**config.mk**
```make
export PLATFORM = sky130hd
export DESIGN_NAME = riscv_dmem_arb
export DESIGN_NICKNAME = d
export VERILOG_FILES = /design/src/rtl/riscv_dmem_arb.sv
export SDC_FILE = /design/constraint.sdc
export NUM_CORES = 1
export LEC_CHECK = 0
export CORE_AREA = 2 2 111 86
export CTS_CLUSTER_DIAMETER = 60
export DETAILED_ROUTE_END_ITERATION = 12
export DIE_AREA = 0 0 113 88
export PLACE_DENSITY_LB_ADDON = 0.3
export SLEW_MARGIN = 0
export SYNTH_ARGS = -nofsm -noshare
export SYNTH_HDL_FRONTEND = slang
export SYNTH_SLANG_ARGS = --single-unit
```
**constraint.sdc**
```tcl
create_clock -name i_clk -period 1.8 [get_ports i_clk]
set_input_delay 0.18 -clock i_clk [delete_from_list [all_inputs] [get_ports i_clk]]
set_output_delay 0.18 -clock i_clk [all_outputs]
set_load 0.01 [all_outputs]
```
**src/rtl/riscv_dmem_arb.sv**
```systemverilog
// Core/DMA arbiter and access sequencer for the single-port data memory.
// Latency: combinational grant; response (rvalid/err/rdata) registered one cycle after grant.
// Backpressure: a requester holds req+payload until gnt; core wins ties until the streak limit.
`ifndef XLEN
`define XLEN 32
`endif
`ifndef DMEM_ADDR_BIT
`define DMEM_ADDR_BIT 12
`endif

module riscv_dmem_arb #(
  parameter int STREAK_MAX = 4,
  parameter int AW         = `DMEM_ADDR_BIT
) (
  input  logic              i_clk,
  input  logic              i_rstn,
  input  logic              i_c_req,
  input  logic              i_c_we,
  input  logic [AW-1:0]     i_c_addr,
  input  logic [1:0]        i_c_size,
  input  logic              i_c_unsigned,
  input  logic [`XLEN-1:0]  i_c_wdata,
  input  logic              i_d_req,
  input  logic              i_d_we,
  input  logic [AW-1:0]     i_d_addr,
  input  logic [1:0]        i_d_size,
  input  logic              i_d_unsigned,
  input  logic [`XLEN-1:0]  i_d_wdata,
  output logic              o_c_gnt,
  output logic              o_d_gnt,
  output logic              o_c_rvalid,
  output logic              o_d_rvalid,
  output logic              o_c_err,
  output logic              o_d_err,
  output logic [`XLEN-1:0]  o_rdata,
  output logic [AW-3:0]     o_dmem_addr,
  output logic [1:0]        o_dmem_byte_addr,
  output logic [3:0]        o_dmem_byte_sel,
  output logic              o_dmem_wr_en,
  output logic              o_dmem_unsigned,
  output logic [`XLEN-1:0]  o_dmem_data,
  input  logic [`XLEN-1:0]  i_dmem_data
);

  localparam logic [3:0] STREAK_LIM = 4'(STREAK_MAX);

  typedef struct packed {
    logic              we;
    logic [AW-1:0]     addr;
    logic [1:0]        size;
    logic              uns;
    logic [`XLEN-1:0]  wdata;
  } req_t;

  req_t       c_req_dat;
  req_t       d_req_dat;
  req_t       sel;
  logic [3:0] streak;
  logic       c_gnt;
  logic       d_gnt;
  logic       any_gnt;
  logic       sel_err;

  function automatic logic misaligned(input logic [1:0] size, input logic [1:0] lo);
    case (size)
      2'd0:    misaligned = 1'b0;
      2'd1:    misaligned = lo[0];
      2'd2:    misaligned = |lo;
      default: misaligned = 1'b1;
    endcase
  endfunction

  assign c_req_dat = '{we: i_c_we, addr: i_c_addr, size: i_c_size, uns: i_c_unsigned, wdata: i_c_wdata};
  assign d_req_dat = '{we: i_d_we, addr: i_d_addr, size: i_d_size, uns: i_d_unsigned, wdata: i_d_wdata};

  // Grants are suppressed while reset is asserted so no write can slip through.
  always_comb begin
    c_gnt = 1'b0;
    d_gnt = 1'b0;
    if (i_rstn) begin
      if (i_c_req && i_d_req) begin
        if (streak == STREAK_LIM) d_gnt = 1'b1;
        else                      c_gnt = 1'b1;
      end else begin
        c_gnt = i_c_req;
        d_gnt = i_d_req;
      end
    end
  end

  assign any_gnt = c_gnt | d_gnt;
  assign sel     = d_gnt ? d_req_dat : c_req_dat;
  assign sel_err = any_gnt & misaligned(sel.size, sel.addr[1:0]);

  assign o_c_gnt          = c_gnt;
  assign o_d_gnt          = d_gnt;
  assign o_dmem_addr      = sel.addr[AW-1:2];
  assign o_dmem_byte_addr = sel.addr[1:0];
  assign o_dmem_data      = sel.wdata;
  // Memory has no unsigned word load, so the flag is meaningless for words.
  assign o_dmem_unsigned  = sel.uns & (sel.size != 2'd2);
  assign o_dmem_wr_en     = any_gnt & sel.we & ~sel_err;

  always_comb begin
    o_dmem_byte_sel = 4'b1111;
    if (any_gnt) begin
      case (sel.size)
        2'd0:    o_dmem_byte_sel = 4'b0001;
        2'd1:    o_dmem_byte_sel = 4'b0011;
        default: o_dmem_byte_sel = 4'b1111;
      endcase
    end
  end

  always_ff @(posedge i_clk or negedge i_rstn) begin
    if (!i_rstn) begin
      streak <= '0;
    end else if (c_gnt && i_d_req) begin
      streak <= (streak >= STREAK_LIM) ? STREAK_LIM : streak + 4'd1;
    end else begin
      streak <= '0;
    end
  end

  // Error responses clear rdata; store responses leave the last load data in place.
  always_ff @(posedge i_clk or negedge i_rstn) begin
    if (!i_rstn) begin
      o_c_rvalid <= 1'b0;
      o_d_rvalid <= 1'b0;
      o_c_err    <= 1'b0;
      o_d_err    <= 1'b0;
      o_rdata    <= '0;
    end else begin
      o_c_rvalid <= c_gnt;
      o_d_rvalid <= d_gnt;
      o_c_err    <= c_gnt & sel_err;
      o_d_err    <= d_gnt & sel_err;
      if (sel_err)
        o_rdata <= '0;
      else if (any_gnt && !sel.we)
        o_rdata <= i_dmem_data;
    end
  end

endmodule

```
==> reports/results.txt <==
status - finished with violations
failing checks - DRC, setup timing
CTS clk-pin slew, worst paths - 0.06 ns
Root Driver - clkbuf_16
Worst EP required - 1.62 ns
Initial Util - 0.285
WL per Instance - 18.5 um
FILL cells - 738
worst r2r dst - o_rdata[10]
Avg Cell Area, Syn - 10.1 um^2
Worst R2R Start - streak[0]
clock tree from TritonCTS - built
Cell variety after synth - 34
overall global routing resource usage - 0.218
grt met3 use - 0.0394
Die Y - 88 um
via count - 2929
Cell Int Power - 2.29 mW
maximum fanout along the worst path - 5
CP startpoint - streak[0]
share of post-route cells with drive strength above 1 - 0.314
DIE AREA - 9940 um^2
sw power - 0.830 mW
top post-synthesis cells by area - dfrtp_1 40%, mux2_2 20%, nand3b_1 9.8%
Power Density - 560 nW/um^2
reg2reg path depth - 11
Worst Clk Skew - 0.00479 ns
FF+latch area - 1000 um^2
Post-Layout Cell Count - 609
global routing's busiest layer - met2
Final Power - 3.12 mW
Seq pwr share - 0.334
max_slew headroom - 0.414
worst skew pair latency - 0.28 ns
Placed Area - 5160 um^2
crit start category - flip-flop
vias in the first global route - 3073
setup-violating endpoint count in the final report - 82
global routing usage on met2 - 0.375
warnings from Yosys - 0
worst reg2reg setup slack - -0.32 ns
DR vias/cell - 4.81
cell area after synthesis - 2520 um^2
Worst EP arrival - 2.13 ns
clock sink count - 40
DRC viols - 10
Final Hold Viols - 0
Rows - 30
Seq cells post-synth - 40
Pre-antenna DRT Iters - 9
hold_ws - 0.101 ns
final setup margin - -0.509 ns
CTS max path bufs - 2
area grow syn2layout - 121%
dpl hpwl - 7980 um
Final Max Tran Viols - 0
Yosys top cell by area - dfrtp_1
Synth top area share - 0.397
Starting DRT DRC Count - 93
Post-DRT Antenna Nets - 0
grt met1 use - 0.290
final instance area - 5570 um^2
IO Count - 220
commonest non-fill, non-tap cell in the layout - clkdlybuf4s50_1
total gr overflow - 0
Net Sw Frac - 0.266
global-route wire length before repair - 16900 um
largest net degree at the start of global routing - 65
Seq/Total Area, Yosys - 0.397
CTS buffer count - 5
Hold Path Class - in2async
RSZ-0062 raised after global routing - true
most frequent cells in the layout - 166 x clkdlybuf4s50_1, 43 x mux2_4, 42 x buf_6, 40 x dfrtp_1
Post-Syn Nets - 384
CP Capture Type - output port
Final period util - 1.28
# diodes - 0
Final Routed Wirelength - 11300 um
worst slew pin tran - 0.876 ns
critical path capture point - o_dmem_addr[7]
Max VDD drop - 0.335 mV
Die W - 113 um
Max H-tree Level - 2
fmax - 433 MHz
DP Cell Count - 588
IO Port Bufs - 218
critical path class - reg2out
Mapped Cells - 250
core area - 8860 um^2
max-cap viol count - 0
initial antenna violation count - 0
combinational share of power - 0.396
area occupied by multi-input gates - 1550 um^2
Clock power frac - 0.270
layout net count - 631
pre-CTS setup slack - -0.473 ns
Leakage Power - 2.47 nW
Tmin final - 2.31 ns
Placer Congestion - 0.807
[cell type report]
cell class / count / share of cell area
sequential: 40 / 0.180
clock buffer: 5 / 0.0225
timing repair buffer: 262 / 0.486
inverter: 6 / 0.00629
multi-input combinational: 182 / 0.278
clock inverter: 2 / 0.00225
tap: 112 / 0.0252
[per-layer routing]
metal	share of wire	wire, um
met3	0.057	647
met2	0.51	5710
met1	0.42	4750
met4	0.014	153
met5	0	0
[state kept, by name, indices dropped and copies added, names as in the netlist]
signal,count
streak,4
o_rdata,32
o_c_rvalid,1
o_c_err,1
o_d_rvalid,1
o_d_err,1
[how the worst min path moves through the flow]
stage	endpoint	cells after the start	slack, ns
floorplan	o_c_err	0	-0.12
global placement	o_rdata[3]	2	0.22
detailed placement	o_rdata[5]	2	0.24
CTS	o_d_err	3	0.1
global route	o_rdata[25]	3	0.13
finish	o_rdata[22]	3	0.10
[stage by stage]
stage                      util  setup TNS [ns]
after global routing      0.628          -37.03
after CTS                 0.635          -33.36
final                     0.628          -30.80
after detailed placement  0.583          -25.92
after floorplan               -           -1.55
after global placement    0.583          -23.85
[cell usage after synthesis (all sizes together)]
library cell,instances
nand3b,33
clkbuf,6
nor3b,1
nor2,3
o211ai,1
nand2b,2
conb,2
mux2i,1
clkinv,1
nand4b,1
nor4,2
a21boi,2
inv,5
and2,1
o2111a,1
ha,2
o22ai,2
buf,16
nand3,3
dfrtp,40
o21a,3
nor3,2
and3b,2
o21ai,37
a21oi,33
mux2,44
nand2,2
o221ai,1
and2b,1
[worst max-delay path, stage by stage, from the launching register on]
cell	delay [ns]
dfrtp_1	0.35
inv_1	0.05
ha_2	0.18
and3b_2	0.22
o21ai_4	0.17
buf_6	0.12
buf_6	0.12
buf_16	0.12
buf_6	0.09
mux2_4	0.29
buf_6	0.13
[repair_timing]
action                                  CTS  global route
resized for setup                       261             8
setup buffers                            11             1
hold buffers                              1             0
pin swaps                                 2             3
cloned                                    6             0
endpoints found under the hold margin    18             0
endpoints found under the setup margin   83            83
[cell families (layout without fill, tap and decap cells)]
| kind of cell | after synthesis | after routing | synth area share |
|---|---|---|---|
| multiplexers | 45 | 45 | 0.202 |
| flip-flops | 40 | 40 | 0.397 |
| AO/OA/AOI/OAI | 80 | 80 | 0.174 |
| adder cells (fa/ha/maj) | 2 | 2 | 0.00992 |
| other | 2 | 2 | 0.00298 |
| buffers and inverters | 28 | 275 | 0.0655 |
| AND/OR/NAND/NOR | 53 | 53 | 0.149 |
[power groups by stage]
stage               logic (mW)  registers [mW]  clock network, mW
finish                    1.23            1.04              0.841
global placement          1.14            1.05                  0
global route              1.31            1.05              0.925
CTS                       1.25            1.04              0.877
detailed placement        1.16            1.05                  0
floorplan                0.368            1.09                  0
Note: power is estimated with default switching activity, not from simulation.
